[src/rtl/pipe_stage_reg.sv]
// Handshaked inter-stage pipeline register with optional skid entry, flush-to-bubble
// that keeps the low pass-through data bits, and saturating bubble/flush counters.
module pipe_stage_reg #(
    parameter int DATA_W = 128,
    parameter int CTRL_W = 12,
    parameter int KEEP_W = 32,
    parameter int SKID   = 1
) (
    input  logic              sys_clk,
    input  logic              sys_start,
    input  logic              flush_i,
    input  logic              in_valid_i,
    output logic              in_ready_o,
    input  logic [DATA_W-1:0] in_data_i,
    input  logic [CTRL_W-1:0] in_ctrl_i,
    output logic              out_valid_o,
    input  logic              out_ready_i,
    output logic [DATA_W-1:0] out_data_o,
    output logic [CTRL_W-1:0] out_ctrl_o,
    output logic [15:0]       bubble_cnt_o,
    output logic [7:0]        flush_cnt_o
);

    logic              main_valid_reg, main_valid_next;
    logic [DATA_W-1:0] main_data_reg,  main_data_next;
    logic [CTRL_W-1:0] main_ctrl_reg,  main_ctrl_next;
    logic              skid_valid_reg, skid_valid_next;
    logic [DATA_W-1:0] skid_data_reg,  skid_data_next;
    logic [CTRL_W-1:0] skid_ctrl_reg,  skid_ctrl_next;
    logic [15:0]       bubble_cnt_reg, bubble_cnt_next;
    logic [7:0]        flush_cnt_reg,  flush_cnt_next;
    logic [DATA_W-1:0] flush_data;
    logic              accept;
    logic              emit;

    // Flush image: low KEEP_W bits pass through from the input, the rest clear.
    for (genvar gi = 0; gi < DATA_W; gi++) begin : g_flush_data
        if (gi < KEEP_W) begin : g_keep
            assign flush_data[gi] = in_data_i[gi];
        end else begin : g_clear
            assign flush_data[gi] = 1'b0;
        end
    end

    assign accept = in_valid_i & in_ready_o & ~flush_i;
    assign emit   = main_valid_reg & out_ready_i;

    always_comb begin
        main_valid_next = main_valid_reg;
        main_data_next  = main_data_reg;
        main_ctrl_next  = main_ctrl_reg;
        skid_valid_next = skid_valid_reg;
        skid_data_next  = skid_data_reg;
        skid_ctrl_next  = skid_ctrl_reg;
        if (flush_i) begin
            main_valid_next = 1'b0;
            skid_valid_next = 1'b0;
            main_ctrl_next  = '0;
            main_data_next  = flush_data;
        end else if (!main_valid_reg || emit) begin
            if (skid_valid_reg) begin
                main_valid_next = 1'b1;
                main_data_next  = skid_data_reg;
                main_ctrl_next  = skid_ctrl_reg;
                skid_valid_next = 1'b0;
            end else if (accept) begin
                main_valid_next = 1'b1;
                main_data_next  = in_data_i;
                main_ctrl_next  = in_ctrl_i;
            end else begin
                // Going empty: data holds, control becomes a bubble.
                main_valid_next = 1'b0;
                main_ctrl_next  = '0;
            end
        end else if (accept && (SKID != 0)) begin
            skid_valid_next = 1'b1;
            skid_data_next  = in_data_i;
            skid_ctrl_next  = in_ctrl_i;
        end
    end

    always_comb begin
        bubble_cnt_next = bubble_cnt_reg;
        flush_cnt_next  = flush_cnt_reg;
        if (!main_valid_reg && (bubble_cnt_reg != 16'hFFFF)) begin
            bubble_cnt_next = bubble_cnt_reg + 16'd1;
        end
        if (flush_i && (flush_cnt_reg != 8'hFF)) begin
            flush_cnt_next = flush_cnt_reg + 8'd1;
        end
    end

    always_ff @(posedge sys_clk or negedge sys_start) begin
        if (!sys_start) begin
            main_valid_reg <= 1'b0;
            main_data_reg  <= '0;
            main_ctrl_reg  <= '0;
            skid_valid_reg <= 1'b0;
            skid_data_reg  <= '0;
            skid_ctrl_reg  <= '0;
            bubble_cnt_reg <= '0;
            flush_cnt_reg  <= '0;
        end else begin
            main_valid_reg <= main_valid_next;
            main_data_reg  <= main_data_next;
            main_ctrl_reg  <= main_ctrl_next;
            skid_valid_reg <= skid_valid_next;
            skid_data_reg  <= skid_data_next;
            skid_ctrl_reg  <= skid_ctrl_next;
            bubble_cnt_reg <= bubble_cnt_next;
            flush_cnt_reg  <= flush_cnt_next;
        end
    end

    if (SKID != 0) begin : g_skid_ready
        logic ready_reg;

        // Registered ready breaks the combinational path from out_ready_i upstream.
        always_ff @(posedge sys_clk or negedge sys_start) begin
            if (!sys_start) begin
                ready_reg <= 1'b1;
            end else begin
                ready_reg <= ~skid_valid_next;
            end
        end

        assign in_ready_o = ready_reg;
    end else begin : g_comb_ready
        assign in_ready_o = ~main_valid_reg | out_ready_i;
    end

    assign out_valid_o  = main_valid_reg;
    assign out_data_o   = main_data_reg;
    assign out_ctrl_o   = main_ctrl_reg;
    assign bubble_cnt_o = bubble_cnt_reg;
    assign flush_cnt_o  = flush_cnt_reg;

endmodule

[config.mk]
export PLATFORM = sky130hd
export DESIGN_NAME = pipe_stage_reg
export DESIGN_NICKNAME = d
export VERILOG_FILES = /design/src/rtl/pipe_stage_reg.sv
export SDC_FILE = /design/constraint.sdc
export NUM_CORES = 1
export LEC_CHECK = 0
export BUFFER_PORTS_ARGS = -buffer_cell sky130_fd_sc_hd__buf_2
export CORE_AREA = 3 3 199 162
export CTS_CLUSTER_SIZE = 16
export DETAILED_ROUTE_END_ITERATION = 7
export DIE_AREA = 0 0 202 165
export GPL_ROUTABILITY_DRIVEN = 0
export PLACE_DENSITY = 0.68
export SLEW_MARGIN = 15
export SYNTH_ARGS = -nofsm -noshare
export SYNTH_HDL_FRONTEND = slang
export SYNTH_SLANG_ARGS = --single-unit
[constraint.sdc]
create_clock -name sys_clk -period 2.15 [get_ports sys_clk]
set_input_delay 0.43 -clock sys_clk [delete_from_list [all_inputs] [get_ports sys_clk]]
set_output_delay 0.43 -clock sys_clk [all_outputs]
set_load 0.1 [all_outputs]
Word level (Yosys, flattened, before mapping)
Cells that the tools add are included.
{ "word_totals": {"reg_bits": 307, "out_inout_bits": 166, "elab_cells": 42, "inputBits": 145} }
{ "classes": {"eq_ne": 2, "addsub": 2, "n_bitwise": 6, "n_reduce_logical": 8, "muxes": 15} }
{ "op_table": {"columns": ["operator", "count"], "rows": [
  ["128-bit two-way mux", 4],
  ["12-bit two-way mux", 4],
  ["16-bit by 1-bit adder with 16-bit output, second input constant", 1],
  ["16-bit inequality test, second input constant", 1],
  ["8-bit by 1-bit adder with 8-bit output, second input constant", 1],
  ["8-bit inequality test, second input constant", 1],
  ["1-bit two-way mux", 7],
  ["1-bit bitwise AND", 3],
  ["1-bit NOT", 3],
  ["3-bit AND reduction", 1],
  ["3-bit nonzero test", 1],
  ["1-bit logical AND", 2],
  ["2-bit AND reduction", 1],
  ["2-bit nonzero test", 1],
  ["1-bit logical NOT", 1],
  ["1-bit logical OR", 1]
]} }

Longest topological paths before layout
{ "depth": {"word_depth": 6, "ltp_mapped": 7, "mapped_depth_nobuf": 5} }

Worst setup path before layout
No wires, ideal clock.
{ "synth_path": {"path_kind": "register -> register", "start": "register bubble_cnt_reg[0] (netlist: bubble_cnt_o[0])", "end": "register bubble_cnt_reg[12] (netlist: bubble_cnt_o[12])", "n_path_buf": 1, "arrival_time_ps": 2254, "path_stages_with_launch": 7, "setup_ps": 126, "t_required_ps": 2024, "setup_slack_ps": -230, "period_less_slack_ps": 2380, "cell_sequence": "dfrtp_1 -> ha_1 -> and4b_1 -> clkbuf_1 -> nand2b_1 -> nor3_1 -> mux2_2"} }
{ "synth_via": {"elab_chain_len": 2, "word_cells_on_any_way": 3, "cone_classes": "add/sub: 1; eq/ne: 1; reduce/logical: 1"} }
{ "synth_rtl": {"columns": ["item", "line", "source"], "rows": [
  ["start: declaration", "30", "logic [15:0] bubble_cnt_reg, bubble_cnt_next;"],
  ["start signal: assignment", "110", "bubble_cnt_reg <= bubble_cnt_next;"],
  ["branches (longest 2 deep; another with 16-bit by 1-bit adder with 16-bit output)", null, null]
]} }
Several ways; the timed one is not identified.
A chain may end at the register's enable or synchronous reset.

Worst setup path after layout
{ "layout_path": {"start": "register g_skid_ready.ready_reg (netlist: in_ready_o)", "end": "output port in_ready_o"} }
{ "layout_rtl": {"columns": ["item", "line", "source"], "rows": [
  ["start: declaration", "116", "logic ready_reg;"],
  ["start signal: assignment", "123", "ready_reg <= ~skid_valid_next;"],
  ["end: declaration", "13", "output logic in_ready_o,"]
]} }
No word-level cell between the ends.

==> tab_implementation.tex <==
\begin{tabular}{lr}
\hline
Metric & Value \\
\hline
\multicolumn{2}{l}{\textbf{Run status}} \\
\quad Status & complete, no violations \\
\multicolumn{2}{l}{\textbf{Worst setup path}} \\
\quad WP depth & 1 \\
\quad Reg-to-Reg Start & in\_ready\_o\$\_DFF\_PN1\_ \\
\quad Cell-by-cell trace of the critical path & buf\_2 \\
\quad Worst setup endpoint & in\_ready\_o \\
\quad CP Data Arrival Time & 1.63 ns \\
\quad Crit path required time & 1.72 ns \\
\quad Crit Path Max Fanout & 4 \\
\quad Crit-path slowest cell & dfstp\_4 \\
\quad Cell family with most CP delay & flip-flops \\
\quad Peak per-stage delay on the critical path & between 0.6 and 0.7 ns \\
\quad Worst reg-to-reg setup slack & roughly 0.19 ns \\
\quad Depth of the worst register-to-register path & 4 \\
\quad Worst setup path category & reg2out \\
\quad Capturing point of the worst reg2reg path & skid\_data\_reg[120]\$\_DFFE\_PN0P\_ \\
\quad Start point of the critical path & in\_ready\_o\$\_DFF\_PN1\_ \\
\quad Critical path buffer and inverter count & 1 \\
\quad Endpoint class of the critical path & output pin \\
\quad Startpoint type of the worst setup path & flop \\
\multicolumn{2}{l}{\textbf{Power}} \\
\quad Proportion of power drawn by combinational gates & 0.294 \\
\quad PnR Total Power & roughly 18 mW \\
\quad Total net switching power & slightly below 7 mW \\
\quad Sequential power share & 0.412 \\
\quad Proportion of total power due to net switching & 0.370 \\
\quad Peak supply drop & 0.765 mV \\
\quad Clock group share of total power & 0.293 \\
\quad P\_int & 11.5 mW \\
\quad LEAKAGE & 8.01 nW \\
\quad Areal power density over the cells & 1100 mW/mm\^{}2 \\
\multicolumn{2}{l}{\textbf{Clock network}} \\
\quad CTS buffer count & 31 \\
\quad Deepest level of the CTS H-tree & 1 \\
\quad Clk root buf & clkbuf\_16 \\
\quad Number of buffers on the longest clock path & 3 \\
\quad Number of resized instances in the post-cts repair step & 0 \\
\quad Total of hold buffers inserted after clock tree synthesis & 1 \\
\quad Clock tree from TritonCTS & done \\
\quad Post-CTS setup-driven buffer insertion count & 0 \\
\quad Insertion delay of the later-clocked pin in the worst-skew pair & 0.56 ns \\
\quad Clock slew seen by the registers of the worst setup and hold paths & 0.06 ns \\
\quad Number of clock sinks seen by CTS & approximately 310 \\
\multicolumn{2}{l}{\textbf{Timing}} \\
\quad Final number of max-transition violations & 0 \\
\quad Worst slew slack as a fraction of its limit & 0.588 \\
\quad Share of the clock period used by the worst path & 0.957 \\
\quad Final clock skew & approximately 0.014 ns \\
\quad Worst slew pin tran & 0.618 ns \\
\quad Final-report setup violation count & 0 \\
\quad Setup TNS & 0 ns \\
\quad Number of failing hold endpoints at the final stage & 0 \\
\quad Final hold slack & 0.117 ns \\
\quad Setup repair after global routing missed its margin & no \\
\quad Final Critical Period & 2.06 ns \\
\quad Peak Freq & 486 MHz \\
\multicolumn{2}{l}{\textbf{Global routing}} \\
\quad Initial antenna violation count & 8 \\
\quad GR Overflow Total & 0 \\
\quad Pin count of the biggest net entering global routing & 82 \\
\quad Tot GR Track Use & 0.196 \\
\quad Wire length of the first global-routing pass & between 50000 and 60000 um \\
\quad Number of global-route vias before repair & roughly 9600 \\
\multicolumn{2}{l}{\textbf{Logic synthesis}} \\
\quad Mean post-synth cell area & around 13 sq um \\
\quad Combined area of all synthesized cells & roughly 0.014 sq mm \\
\quad Post-synth top area share & 0.565 \\
\quad Number of register bits inferred by synthesis & 307 \\
\quad Synth top area cells & dfrtp\_1 56\%, mux2\_4 11\%, mux2i\_1 9.7\% \\
\quad Cell accounting for the most synthesized area & dfrtp\_1 \\
\quad Mapped Cells & 1042 \\
\quad Number of library cell types mapped by synthesis & 38 \\
\quad Total number of yosys warnings & 0 \\
\quad Portion of the post-synthesis area used by sequential elements & 0.567 \\
\quad Number of nets in the synthesized netlist & 1189 \\
\multicolumn{2}{l}{\textbf{Floorplan}} \\
\quad Core area & 0.0303 sq mm \\
\quad Die Height & 165 um \\
\quad Number of primary I/O pins & around 310 \\
\quad Effective utilization at floorplan & 0.447 \\
\quad Die ar. & 0.0333 sq mm \\
\quad Overall die width & 202 um \\
\quad Rows & 57 \\
\multicolumn{2}{l}{\textbf{Routing}} \\
\quad Number of antenna-violating nets in the routed design & 0 \\
\quad Detailed-route wire length per cell & 18.6 um \\
\quad Detailed Route Iter0 Violations & 453 \\
\quad Total wirelength of the detailed-routed design & $\sim$33000 um \\
\quad Number of DRC violations after detailed routing & 0 \\
\quad Drt via density & 5.19 \\
\quad Number of detailed-route iterations in the first pass & 5 \\
\quad Total via count after detailed routing & approximately 9200 \\
\multicolumn{2}{l}{\textbf{Layout}} \\
\quad Area overhead of the layout relative to synthesis & 22.8\% \\
\quad Share of post-route cells with drive strength above 1 & 0.405 \\
\quad Net count reported at finish & 1485 \\
\quad Fillers & 2591 \\
\multicolumn{2}{l}{\textbf{Place}} \\
\quad HPWL after DPL & 22200 um \\
\quad Port Buf Inserts & 310 \\
\multicolumn{2}{l}{\textbf{Worst hold path}} \\
\quad Hold Path Class & in2reg \\
\quad Hold Startpoint & in\_data\_i[102] \\
\multicolumn{2}{l}{\textbf{Job}} \\
\quad Max-capacitance violation count & 0 \\
\hline
\end{tabular}
==> cells in the mapped netlist, drive strengths merged <==
cell    instances
nor3b           2
and3            3
o21ai          32
nor3            6
mux2          144
or3             2
dfrtp         306
a211oi        108
a21oi          11
mux2i         131
a41oi           2
nand3          11
nor2b           2
a31oi           2
inv             2
a21o            1
nor2          117
nor4b           1
a22oi          12
nand2b          3
and2            1
nand2          43
and4b           2
o21a            3
nand4           2
xor2            9
and4            1
dfstp           1
ha              2
buf            45
clkbuf         32
nor4            3
==> power groups by stage <==
stage | clock (mW) | combinational (mW) | sequential [mW]
finish | 5.37 | 5.39 | 7.54
global route | 5.77 | 5.68 | 7.69
CTS | 5.52 | 5.44 | 7.54
detailed placement | 0 | 5.43 | 7.62
global placement | 0 | 5.33 | 7.58
floorplan | 0 | 1.69 | 10.1
==> metal layers <==
layer / global-route usage / part of all wire
met5: 0 / 0.0017
met1: 0.277 / 0.46
met2: 0.308 / 0.46
met4: 0.0507 / 0.023
met3: 0.0463 / 0.060
==> placed cells by master, fill, tap and decap left out, types with 5 or more instances in the layout <==
master,instances
a211oi_1,108
a21oi_1,10
a22oi_1,12
buf_12,12
buf_2,308
buf_4,18
clkbuf_1,7
clkbuf_16,31
clkbuf_8,7
clkinv_2,6
dfrtp_1,292
dfrtp_2,13
mux2_2,44
mux2_4,100
mux2i_1,131
nand2_1,43
nand3_1,11
nor2_1,117
nor3_1,5
o21ai_0,32
xor2_1,9
==> metrics by stage <==
| stage | util | cell area, sq um | setup slack (ns) | cells |
|---|---|---|---|---|
| finish | 0.549 | 16600 | 0.0934 | 1776 |
| global route | 0.549 | 16600 | 0.0513 | 1776 |
| CTS | 0.549 | 16600 | 0.0600 | 1773 |
| detailed placement | 0.516 | 15600 | 0.177 | 1717 |
| global placement | 0.516 | 15600 | 0.194 | 1717 |
| floorplan | - | 13600 | 0.0309 | 1042 |
==> cell type report <==
| type | instances | area, sq um | share of cell area |
|---|---|---|---|
| timing repair buffer | 340 | 1940 | 0.117 |
| clock buffer | 45 | 898 | 0.0540 |
| inverter | 2 | 7.51 | 0.000451 |
| multi-input combinational | 656 | 5460 | 0.328 |
| sequential | 307 | 7710 | 0.463 |
| clock inverter | 10 | 106 | 0.00639 |
| antenna | 3 | 7.51 | 0.000451 |
| tap | 413 | 517 | 0.0310 |
==> how the worst min path moves through the flow <==
stage                     slack [ns]                             end  cells past startpoint
final                           0.12  skid_data_reg[102]$_DFFE_PN0P_                      2
after detailed placement        0.38      out_data_o[16]$_DFFE_PN0P_                      1
after global routing            0.09  skid_data_reg[110]$_DFFE_PN0P_                      2
after CTS                       0.08  skid_data_reg[102]$_DFFE_PN0P_                      2
after global placement          0.38      out_data_o[16]$_DFFE_PN0P_                      1
after floorplan                 0.13     bubble_cnt_o[0]$_DFFE_PN0P_                      0
==> cells by family after synthesis <==
logic type,after synthesis,synth area share
simple gates,199,0.0627
compound gates,171,0.0870
mux,275,0.244
fa+ha+maj,2,0.00185
xor+xnor,9,0.00582
flops,307,0.567
buf+inv,79,0.0318
(Power assumes the default switching activity.)
